[src/rtl/imem_loader.sv]
// ---------------------------------------------------------------------------
// imem_loader
//
// Boot-time instruction-memory loader. It takes a byte stream made of a
// 16-bit big-endian word count followed by big-endian 32-bit instruction
// words. Each assembled word is written to the next word-aligned address,
// starting at BASE_ADDR. core_hold keeps the core stalled until the image is
// complete.
//
// Optional feature macro: IMEM_LOADER_CHECKSUM_EN
//   When defined, a trailing checksum byte must follow the image. It must
//   equal the XOR of all payload bytes. A mismatch ends the load in ERR.
//   When undefined, the stream ends after the last word.
//
// Handshake: a byte transfers on a rising clk edge where in_valid and
// in_ready are both 1. in_ready depends only on the current state, so it
// never depends combinationally on in_valid. A byte offered while in_ready
// is 0 stays with the producer.
//
// Ports:
//   clk        in   1   clock
//   rst_n      in   1   asynchronous active-low reset
//   start      in   1   begins a load; honoured in IDLE, DONE or ERR only
//   in_data    in   8   stream byte
//   in_valid   in   1   in_data is valid
//   in_ready   out  1   loader accepts a byte this cycle
//   mem_we     out  1   instruction-memory write strobe (one cycle per word)
//   mem_addr   out  32  byte address of the write
//   mem_wdata  out  32  instruction word
//   core_hold  out  1   core stalled (1 in every state except DONE)
//   done       out  1   image loaded successfully (level)
//   error      out  1   load aborted (level)
//
// The FSM state is held in the internal signal 'state' for debug and
// checker binding.
// ---------------------------------------------------------------------------
module imem_loader #(
   parameter logic [31:0] BASE_ADDR = 32'h0000_0000,
   parameter int unsigned MAX_WORDS = 256
) (
   input  logic        clk,
   input  logic        rst_n,
   input  logic        start,
   input  logic [7:0]  in_data,
   input  logic        in_valid,
   output logic        in_ready,
   output logic        mem_we,
   output logic [31:0] mem_addr,
   output logic [31:0] mem_wdata,
   output logic        core_hold,
   output logic        done,
   output logic        error
);

`ifdef IMEM_LOADER_CHECKSUM_EN
   typedef enum logic [2:0] {
      S_IDLE   = 3'd0,
      S_LEN_HI = 3'd1,
      S_LEN_LO = 3'd2,
      S_WORD   = 3'd3,
      S_WRITE  = 3'd4,
      S_CHK    = 3'd5,
      S_DONE   = 3'd6,
      S_ERR    = 3'd7
   } state_t;
`else
   typedef enum logic [2:0] {
      S_IDLE   = 3'd0,
      S_LEN_HI = 3'd1,
      S_LEN_LO = 3'd2,
      S_WORD   = 3'd3,
      S_WRITE  = 3'd4,
      S_DONE   = 3'd6,
      S_ERR    = 3'd7
   } state_t;
`endif

   state_t      state;
   state_t      next_state;

   logic [7:0]  len_hi;     // count[15:8], captured in LEN_HI
   logic [15:0] count;      // words in this image
   logic [15:0] widx;       // index of the word being assembled/written
   logic [1:0]  byte_pos;   // byte position within the current word
   logic [23:0] word_sr;    // first three bytes of the current word
`ifdef IMEM_LOADER_CHECKSUM_EN
   logic [7:0]  csum;       // running XOR of payload bytes
`endif

   logic        xfer;
   logic        begin_load;
   logic [15:0] len_val;
   logic        last_word;

   assign xfer       = in_valid && in_ready;
   assign begin_load = start && ((state == S_IDLE) || (state == S_DONE) ||
                                 (state == S_ERR));
   assign len_val    = {len_hi, in_data};
   assign last_word  = (widx == (count - 16'd1));

   // State register
   always_ff @(posedge clk or negedge rst_n) begin
      if (!rst_n) begin
         state <= S_IDLE;
      end else begin
         state <= next_state;
      end
   end

   // Next-state logic
   always_comb begin
      next_state = state;
      case (state)
         S_IDLE, S_DONE, S_ERR: begin
            if (start) next_state = S_LEN_HI;
         end
         S_LEN_HI: begin
            if (xfer) next_state = S_LEN_LO;
         end
         S_LEN_LO: begin
            if (xfer) begin
               if (len_val == 16'd0) begin
`ifdef IMEM_LOADER_CHECKSUM_EN
                  next_state = S_CHK;
`else
                  next_state = S_DONE;
`endif
               end else if ({16'd0, len_val} > MAX_WORDS) begin
                  next_state = S_ERR;
               end else begin
                  next_state = S_WORD;
               end
            end
         end
         S_WORD: begin
            if (xfer && (byte_pos == 2'd3)) next_state = S_WRITE;
         end
         S_WRITE: begin
            if (last_word) begin
`ifdef IMEM_LOADER_CHECKSUM_EN
               next_state = S_CHK;
`else
               next_state = S_DONE;
`endif
            end else begin
               next_state = S_WORD;
            end
         end
`ifdef IMEM_LOADER_CHECKSUM_EN
         S_CHK: begin
            if (xfer) next_state = (in_data == csum) ? S_DONE : S_ERR;
         end
`endif
         default: next_state = S_IDLE;
      endcase
   end

   // Status outputs are decoded from the registered state only.
   always_comb begin
      in_ready  = 1'b0;
      core_hold = 1'b1;
      done      = 1'b0;
      error     = 1'b0;
      case (state)
         S_LEN_HI, S_LEN_LO, S_WORD: in_ready = 1'b1;
`ifdef IMEM_LOADER_CHECKSUM_EN
         S_CHK:                      in_ready = 1'b1;
`endif
         S_DONE: begin
            core_hold = 1'b0;
            done      = 1'b1;
         end
         S_ERR:                      error = 1'b1;
         default: ;
      endcase
   end

   // Datapath: the write strobe, address and data are registered on the 4th
   // byte of a word so all three are valid together during the WRITE cycle.
   always_ff @(posedge clk or negedge rst_n) begin
      if (!rst_n) begin
         mem_we    <= 1'b0;
         mem_addr  <= BASE_ADDR;
         mem_wdata <= 32'd0;
         len_hi    <= 8'd0;
         count     <= 16'd0;
         widx      <= 16'd0;
         byte_pos  <= 2'd0;
         word_sr   <= 24'd0;
`ifdef IMEM_LOADER_CHECKSUM_EN
         csum      <= 8'd0;
`endif
      end else begin
         mem_we <= 1'b0;
         if (begin_load) begin
            widx     <= 16'd0;
            byte_pos <= 2'd0;
`ifdef IMEM_LOADER_CHECKSUM_EN
            csum     <= 8'd0;
`endif
         end
         case (state)
            S_LEN_HI: begin
               if (xfer) len_hi <= in_data;
            end
            S_LEN_LO: begin
               if (xfer) count <= len_val;
            end
            S_WORD: begin
               if (xfer) begin
                  word_sr  <= {word_sr[15:0], in_data};
                  byte_pos <= byte_pos + 2'd1;   // wraps to 0 after byte 3
`ifdef IMEM_LOADER_CHECKSUM_EN
                  csum     <= csum ^ in_data;
`endif
                  if (byte_pos == 2'd3) begin
                     mem_we    <= 1'b1;
                     mem_wdata <= {word_sr, in_data};
                     mem_addr  <= BASE_ADDR + {14'd0, widx, 2'b00};
                  end
               end
            end
            S_WRITE: begin
               widx <= widx + 16'd1;
            end
            default: ;
         endcase
      end
   end

endmodule
[config.mk]
export PLATFORM = sky130hd
export DESIGN_NAME = imem_loader
export DESIGN_NICKNAME = d
export VERILOG_FILES = /design/src/rtl/imem_loader.sv
export SDC_FILE = /design/constraint.sdc
export NUM_CORES = 1
export LEC_CHECK = 0
export BUFFER_PORTS_ARGS = -buffer_cell sky130_fd_sc_hd__buf_2
export CORE_UTILIZATION = 45
export CTS_CLUSTER_DIAMETER = 200
export DETAILED_ROUTE_END_ITERATION = 8
export PLACE_DENSITY = 0.77
export SYNTH_ARGS = -nofsm -noshare
export SYNTH_HDL_FRONTEND = slang
export SYNTH_SLANG_ARGS = --single-unit
export TNS_END_PERCENT = 30
[constraint.sdc]
create_clock -name clk -period 3.16 [get_ports clk]
set_input_delay 0 -clock clk [delete_from_list [all_inputs] [get_ports clk]]
set_output_delay 0 -clock clk [all_outputs]
set_load 0.01 [all_outputs]
Word-level counts from Yosys, hierarchy flattened
Cells that the tools add are included.
{ "totals": {"regBits": 118, "in_bits": 12, "out_inout_bits": 69, "elab_cells": 60} }
{ "op_classes": {"n_addsub": 3, "magnitude_cmp": 1, "n_eq_ne": 12, "muxes": 20, "n_reduce_logical": 15} }
{ "op_table": {"columns": ["operator", "n"], "rows": [
  ["2-to-1 mux 16 bit", 2],
  ["2-to-1 mux 3 bit", 7],
  ["adder 16 x 1 -> 16 bit (second input constant)", 1],
  ["equality test 16 bit", 1],
  ["> comparator 16 x 9 -> 1 bit (second input constant)", 1],
  ["zero test 16 bit", 1],
  ["subtractor 16 x 1 -> 16 bit (second input constant)", 1],
  ["one-hot mux 3 bit (5 select lines)", 1],
  ["equality test 3 bit (second input constant)", 3],
  ["!= test 2 bit (second input constant)", 4],
  ["2-to-1 mux 1 bit", 7],
  ["equality test 3 x 2 -> 1 bit (second input constant)", 2],
  ["2-to-1 mux 2 bit", 3],
  ["AND reduction 2 bit", 3],
  ["OR reduction 3 bit", 2],
  ["AND reduction 4 bit", 1],
  ["equality test 3 x 1 -> 1 bit (second input constant)", 1],
  ["logical AND 1 bit", 3],
  ["zero test 3 bit", 1],
  ["AND reduction 3 bit", 1],
  ["adder 2 x 1 -> 2 bit (second input constant)", 1],
  ["equality test 2 bit (second input constant)", 1],
  ["logical OR 1 bit", 2],
  ["nonzero test 2 bit", 1]
]} }

Longest topological paths before layout
Gate-level depths: netlist of the first run.
{ "depth": {"ltp_word": 7, "mapped_depth": 9, "ltp_nobuf": 8} }

Worst setup path after synthesis of the first run
Ideal clock, no wire load.
{ "synth_path": {"path_type": "register -> register", "start": "register count[0]", "end": "register state[0]", "setup_ns": 0.128, "arrival_ns": 2.175, "required_ns": 3.032, "setup_slack_ns": 0.857, "path_stages_with_launch": 8, "n_path_buf": 0, "period_less_slack_ns": 2.303, "path_cell_list": "dfrtp_1 > inv_1 > ha_1 > or3b_2 > or4_1 > a2111oi_0 > and4_1 > a31oi_1"} }
{ "synth_between": {"elab_chain_len": 4} }
{ "synth_lines": {"columns": ["item", "line", "text"], "rows": [
  ["from (decl)", "82", "logic [15:0] count;"],
  ["from (signal assigned)", "207", "if (xfer) count <= len_val;"],
  ["subtractor 16 x 1 -> 16 bit", "99", "assign last_word = (widx == (count - 16'd1));"],
  ["equality test 16 bit", "99", null],
  ["2-to-1 mux 3 bit", "139", "if (last_word) begin"],
  ["one-hot mux 3 bit (5 select lines)", "113", "case (state)"],
  ["to (signal assigned)", "106", "state <= next_state;"],
  ["to (decl)", "78", "state_t state;"]
]} }
No other way between the ends.
A chain may end at the register's enable or synchronous reset.

Worst setup path in the final report of the first run
Same ends and word-level chain as after synthesis.

==> results of run 1 <==
==> repair_timing <==
action	4_1_cts	5_1_grt
hold buffers	9	0
setup endpoints to repair	0	0
endpoints found under the hold margin	113	0
==> worst max-delay path, delay by kind of cell, from the launching register on <==
| kind | cells | cell delay [ps] |
|---|---|---|
| simple gates | 3 | 1260 |
| compound gates | 2 | 620 |
| flops | 1 | 420 |
| fa+ha+maj | 1 | 220 |
| buf+inv | 1 | 90 |
==> cells in the mapped netlist (all sizes together) (2+ instances only) <==
library cell,instances,area (µm²)
a2111oi,2,17.5
a211oi,2,15.0
a21bo,2,20.0
a21oi,9,45.0
a31oi,6,37.5
and2,4,25.0
and3,6,37.5
buf,23,154
clkbuf,25,95.1
dfrtp,118,2950
ha,3,37.5
inv,6,22.5
mux2,22,248
mux2i,3,30.0
nand2,250,938
nand2b,5,31.3
nand3,13,65.1
nand3b,2,15.0
nand4,4,25.0
nor2,11,41.3
nor3,13,70.1
nor4,7,50.1
nor4b,2,38.8
o211ai,3,22.5
o21ai,23,115
o31ai,3,22.5
or4,4,33.8
xnor2,12,105
xor2,9,78.8
==> final timing paths <==
path,cells after the start,slack (ps),endpoint,startpoint
max reg2reg,7,400,state[0]$_DFFE_PN0P_,count[0]$_DFFE_PN0P_
max,7,400,state[0]$_DFFE_PN0P_,count[0]$_DFFE_PN0P_
min in group asynchronous,2,320,mem_wdata[30]$_DFFE_PN0P_,rst_n
min reg2reg,2,460,mem_wdata[25]$_DFFE_PN0P_,word_sr[17]$_DFFE_PN0P_
min,4,80,state[1]$_DFFE_PN0P_,start
max in group asynchronous,3,1960,mem_wdata[20]$_DFFE_PN0P_,rst_n
==> area by class of cell <==
class	instances	share of cell area
multi-input cells	451	0.356
inverters	7	0.00398
clock inverters	15	0.0256
well taps	147	0.0279
clock buffers	17	0.0645
flip-flops and latches	118	0.448
repair buffers	82	0.0747
==> power groups by stage <==
stage | combinational (mW) | clock, mW | sequential (mW)
6_report | 1.53 | 1.92 | 2.42
5_1_grt | 1.74 | 2.02 | 2.49
4_1_cts | 1.54 | 1.95 | 2.41
3_5_place_dp | 1.51 | 0 | 2.43
3_3_place_gp | 1.49 | 0 | 2.41
2_1_floorplan | 1.14 | 0 | 2.33
==> state kept, by name, summed over array words and instances (netlist names) <==
signal,cells
mem_wdata,32
word_sr,24
count,16
mem_addr,16
widx,16
len_hi,8
state,3
byte_pos,2
mem_we,1
==> routing by layer <==
| layer | wire [µm] | track usage | vias to the layer above |
|---|---|---|---|
| met5 | 0 | 0 | - |
| met4 | 148 | 0.0836 | 0 |
| met3 | 493 | 0.0407 | 16 |
| met2 | 5870 | 0.326 | 119 |
| met1 | 5810 | 0.292 | 2121 |
| li1 | - | - | 2126 |
==> cell families (layout without fill, tap and decap cells) <==
kind of cell	after synthesis	after routing
simple gates	329	329
flops	118	118
compound gates	57	57
buf+inv	55	121
mux	25	25
xor+xnor	21	21
fa+ha+maj	3	3
other cells	1	16
==> flow_summary.yaml, run 1 <==
outcome:
  outcome: "finished, final reports clean"
logic_synthesis:
  synth_xor_area_frac: 0.0333
  yosysWarnings: 0
  synth_top_family_by_area: "simple AND/OR/NAND/NOR gates"
  ys_seq_elements: 118
  synth_mux_area_frac: 0.0504
  yosysSeqAreaShare: 0.535
  synth.cell_area_um2: 5520
  synth-edff-count: 0
  yosysUniqueCellTypes: 55
  synthSimpleGateAreaFrac: 0.260
  synthCells: 609
  synth_compound_area_frac: 0.0637
  synth-adder-area-share: 0.00680
  async_flop_share: 1.00
  synth_flop_cell: "dfrtp_1"
  syn-mean-instance-area_um2: 9.06
layout:
  stdcell_area_um2: 6600
  area_delta_synth_final_pct: 19.6
  drive_above_1_share: 0.197
  nets: 692
  final.fill_count: 1017
  final_common_cell: "nand2_1"
  final_cells: 837
  utilization: 0.551
  most-common-layout-cells: "250 x nand2_1, 118 x dfrtp_1, 63 x buf_2"
  n_antenna_cell: 0
  layout.area.seq_um2: 2950
  multi_input_area_um2: 2340
power:
  p_int_mw: 3.85
  ir_drop_v: 0.000456
  p_total_mw: 5.87
  leakage_nw: 3.43
  power_density_nw_per_um2: 890
  combinationalPowerShare: 0.260
  swShare: 0.345
  power_frac_seq: 0.413
  clock_power_share: 0.327
  switchingPower_mw: 2.02
die:
  die_h_um: 113
  start_util: 0.461
  die_area_um2: 12700
  num_rows: 40
  die_w_um: 113
  core_area_um2: 12000
  pin_count: 81
worst_setup_path:
  slowest_delay_ps: 540
  worstPathCellList: "inv_1, ha_1, or3b_2, or4_1, a2111oi_0, and4_1, a31oi_1"
  path_max_fanout: 5
  critical_path_arrival_ps: 3030
  worstPathRequired_ps: 3440
  critPathCaptureType: "flip-flop"
  cp-start-kind: "flip-flop"
  critPathSlowestCell: "a2111oi_0"
  crit_type: "reg -> reg"
placed_design:
  hpwl_um: 8510
  placed_cell_area_um2: 5910
  routabilityCongestion: 0.850
  post-place-ws_ps: 459
  port_buffers: 64
  dp_cells: 796
grt:
  grt_pass1_vias: 4190
  grt.total_usage: 0.210
  grt_max_degree: 84
  antenna_found_initial: 0
  grt_overflow: 0
  grt_first_pass_wirelength_um: 20900
drt:
  wirelength_um: 12300
  first_iter_violations: 359
  ant_nets: 0
  vias: 4382
  first_pass_iters: 4
  avgRoutedWirePerCell_um: 14.7
  drcViolationCount: 0
  viasPerCell: 5.24
hold_path:
  hp-class: "in -> reg"
timing:
  setup_ws_ps: 404
  rsz0062_at_grt: "no"
  period_minus_slack_ps: 2760
  timing.fmax_mhz: 363
  hold_ws_ps: 81.6
  fin_crit_sh: 0.872
  finClkSkew_ps: 15.2
  maxSlewViolCount: 0
  tns_ps: 0
  slew_headroom: 0.318
  hold_violations: 0
  setup_viol: 0
  tightest_slew_ps: 1020
clock_tree:
  cts_buffer_depth: 2
  path_clk_slew_ps: 60
  root_buffer: "clkbuf_16"
  ctsResizeCount: 0
  cts_setup_buffers: 0
  tritoncts: "done"
  clock-sinks: 118
  cts_htree_levels: 4
  cts_made_buffers: 17
  insertion_delay_ps: 410
flow_run:
  cap_violations: 0
Note: power is estimated with default switching activity, not from simulation.
==> run 2: changes to the inputs <==
--- a/config.mk
+++ b/config.mk
@@ -7,6 +7,7 @@
 export LEC_CHECK = 0
 export BUFFER_PORTS_ARGS = -buffer_cell sky130_fd_sc_hd__buf_2
 export CORE_UTILIZATION = 45
+export CTS_BUF_LIST = sky130_fd_sc_hd__clkbuf_8
 export CTS_CLUSTER_DIAMETER = 200
 export DETAILED_ROUTE_END_ITERATION = 8
 export PLACE_DENSITY = 0.77
==> run 2 against run 1 <==
Hold slack worse by 32 ps. Clock power is 28% lower. Non-clock buffer count stayed put. Die area stayed put. Sequential share of layout area is 1.3 points higher. Clock skew hardly changed. Clock-buffer cell count stayed put.
==> flow_summary.yaml, run 2 (synthesized netlist as in run 1, its figures left out) <==
power:
  ir_drop_v: 0.000413
  clock_power_share: 0.261
  power_frac_seq: 0.453
  switchingPower_mw: 1.95
  power_density_nw_per_um2: 832
  p_int_mw: 3.38
  p_total_mw: 5.33
  combinationalPowerShare: 0.285
  leakage_nw: 3.34
  swShare: 0.366
timing:
  slew_headroom: 0.322
  setup_viol: 0
  setup_ws_ps: 407
  finClkSkew_ps: 14.8
  hold_violations: 0
  maxSlewViolCount: 0
  fin_crit_sh: 0.871
  period_minus_slack_ps: 2750
  rsz0062_at_grt: "no"
  tightest_slew_ps: 1020
  tns_ps: 0
  timing.fmax_mhz: 363
grt:
  antenna_found_initial: 0
  grt.met1_usage: 0.288
  grt.total_usage: 0.208
  grt_first_pass_wirelength_um: 20800
  met2_usage: 0.330
  grt_pass1_vias: 4147
  grt_overflow: 0
  busiest_layer: "met2"
  grt_use_met3: 0.0514
  grt_max_degree: 84
worst_setup_path:
  cp-start-kind: "flip-flop"
  critical_path_arrival_ps: 3070
  slowest_delay_ps: 540
  worstPathCellList: "inv_1, ha_1, or3b_2, or4_1, a2111oi_0, and4_1, a31oi_1"
  path_max_fanout: 5
  critPathSlowestCell: "a2111oi_0"
  worstPathRequired_ps: 3480
  crit_type: "reg -> reg"
  critPathCaptureType: "flip-flop"
layout:
  most-common-layout-cells: "250 x nand2_1, 118 x dfrtp_1, 63 x buf_2"
  area_delta_synth_final_pct: 16.1
  n_antenna_cell: 0
  final_common_cell: "nand2_1"
  drive_above_1_share: 0.197
  utilization: 0.535
  largest-register: "mem_wdata"
  stdcell_area_um2: 6400
  top_regs: "mem_wdata x32, word_sr x24"
  largest_reg_flops: 32
  nets: 692
outcome:
  outcome: "finished, final reports clean"
die:
  pin_count: 81
  num_rows: 40
  core_area_um2: 12000
  die_h_um: 113
  die_area_um2: 12700
  start_util: 0.461
  die_w_um: 113
drt:
  wirelength_um: 12200
  viasPerCell: 5.19
  avgRoutedWirePerCell_um: 14.6
  ant_nets: 0
  vias: 4346
  first_iter_violations: 355
  drcViolationCount: 0
  first_pass_iters: 5
clock_tree:
  path_clk_slew_ps: 80
  insertion_delay_ps: 430
  clock-sinks: 118
  tritoncts: "done"
  root_buffer: "clkbuf_8"
  cts_htree_levels: 4
  cts_made_buffers: 17
  cts_buffer_depth: 2
placed_design:
  hpwl_um: 8510
  placed_cell_area_um2: 5910
  post-place-ws_ps: 459
  routabilityCongestion: 0.850
  port_buffers: 64
flow_run:
  cap_violations: 0
hold_path:
  hp-class: "in -> reg"
run 2: cell counts in the layout (fill, tap and decap cells not counted):
No cell type changed its count.
run 2: timing repair:
action	in CTS	in global routing
resized for setup	0	0
hold buffers	9	0
setup buffers	0	0
hold endpoints to repair	113	0
setup endpoints to repair	0	0
run 2: power by group through the flow:
| stage | clock (mW) | sequential [mW] | combinational, mW |
|---|---|---|---|
| floorplan | 0 | 2.33 | 1.14 |
| global placement | 0 | 2.41 | 1.49 |
| detailed placement | 0 | 2.43 | 1.51 |
| CTS | 1.42 | 2.41 | 1.53 |
| global route | 1.48 | 2.49 | 1.73 |
| finish | 1.39 | 2.42 | 1.52 |
run 2: critical path, delay by kind of cell (launching register included):
kind            cells  cell delay (ps)
simple gates        3             1280
compound gates      2              630
flops               1              430
fa+ha+maj           1              220
buf+inv             1               90
run 2: per-layer routing:
layer / part of all wire / wire length (µm) / vias up
met1: 0.48 / 5820 / 2115
li1: - / - / 2126
met5: 0 / 0 / -
met3: 0.041 / 505 / 10
met4: 0.0094 / 115 / 0
met2: 0.47 / 5750 / 95
run 2: path summary, 6_finish.rpt:
check / start / to / slack, ps / cells past startpoint
setup reg to reg: count[0]$_DFFE_PN0P_ / state[0]$_DFFE_PN0P_ / 410 / 7
hold / removal: start / state[1]$_DFFE_PN0P_ / 50 / 4
min in group asynchronous: rst_n / mem_wdata[29]$_DFFE_PN0P_ / 270 / 2
hold reg to reg: word_sr[18]$_DFFE_PN0P_ / mem_wdata[26]$_DFFE_PN0P_ / 460 / 2
max in group asynchronous: rst_n / mem_wdata[20]$_DFFE_PN0P_ / 1970 / 3
setup / recovery: count[0]$_DFFE_PN0P_ / state[0]$_DFFE_PN0P_ / 410 / 7
run 2: layout make-up:
class | instances | area (µm²)
clock buffers | 17 | 234
fillers | 1043 | 5560
flip-flops and latches | 118 | 2950
well taps | 147 | 184
multi-input cells | 451 | 2340
repair buffers | 82 | 493
inverters | 7 | 26.3
clock inverters | 15 | 169
run 2: metrics by stage:
step                hold WS, ps  cells
floorplan                  -296    624
global placement            217    796
detailed placement          236    796
CTS                        31.9    837
global route               80.5    837
finish                     49.5    837
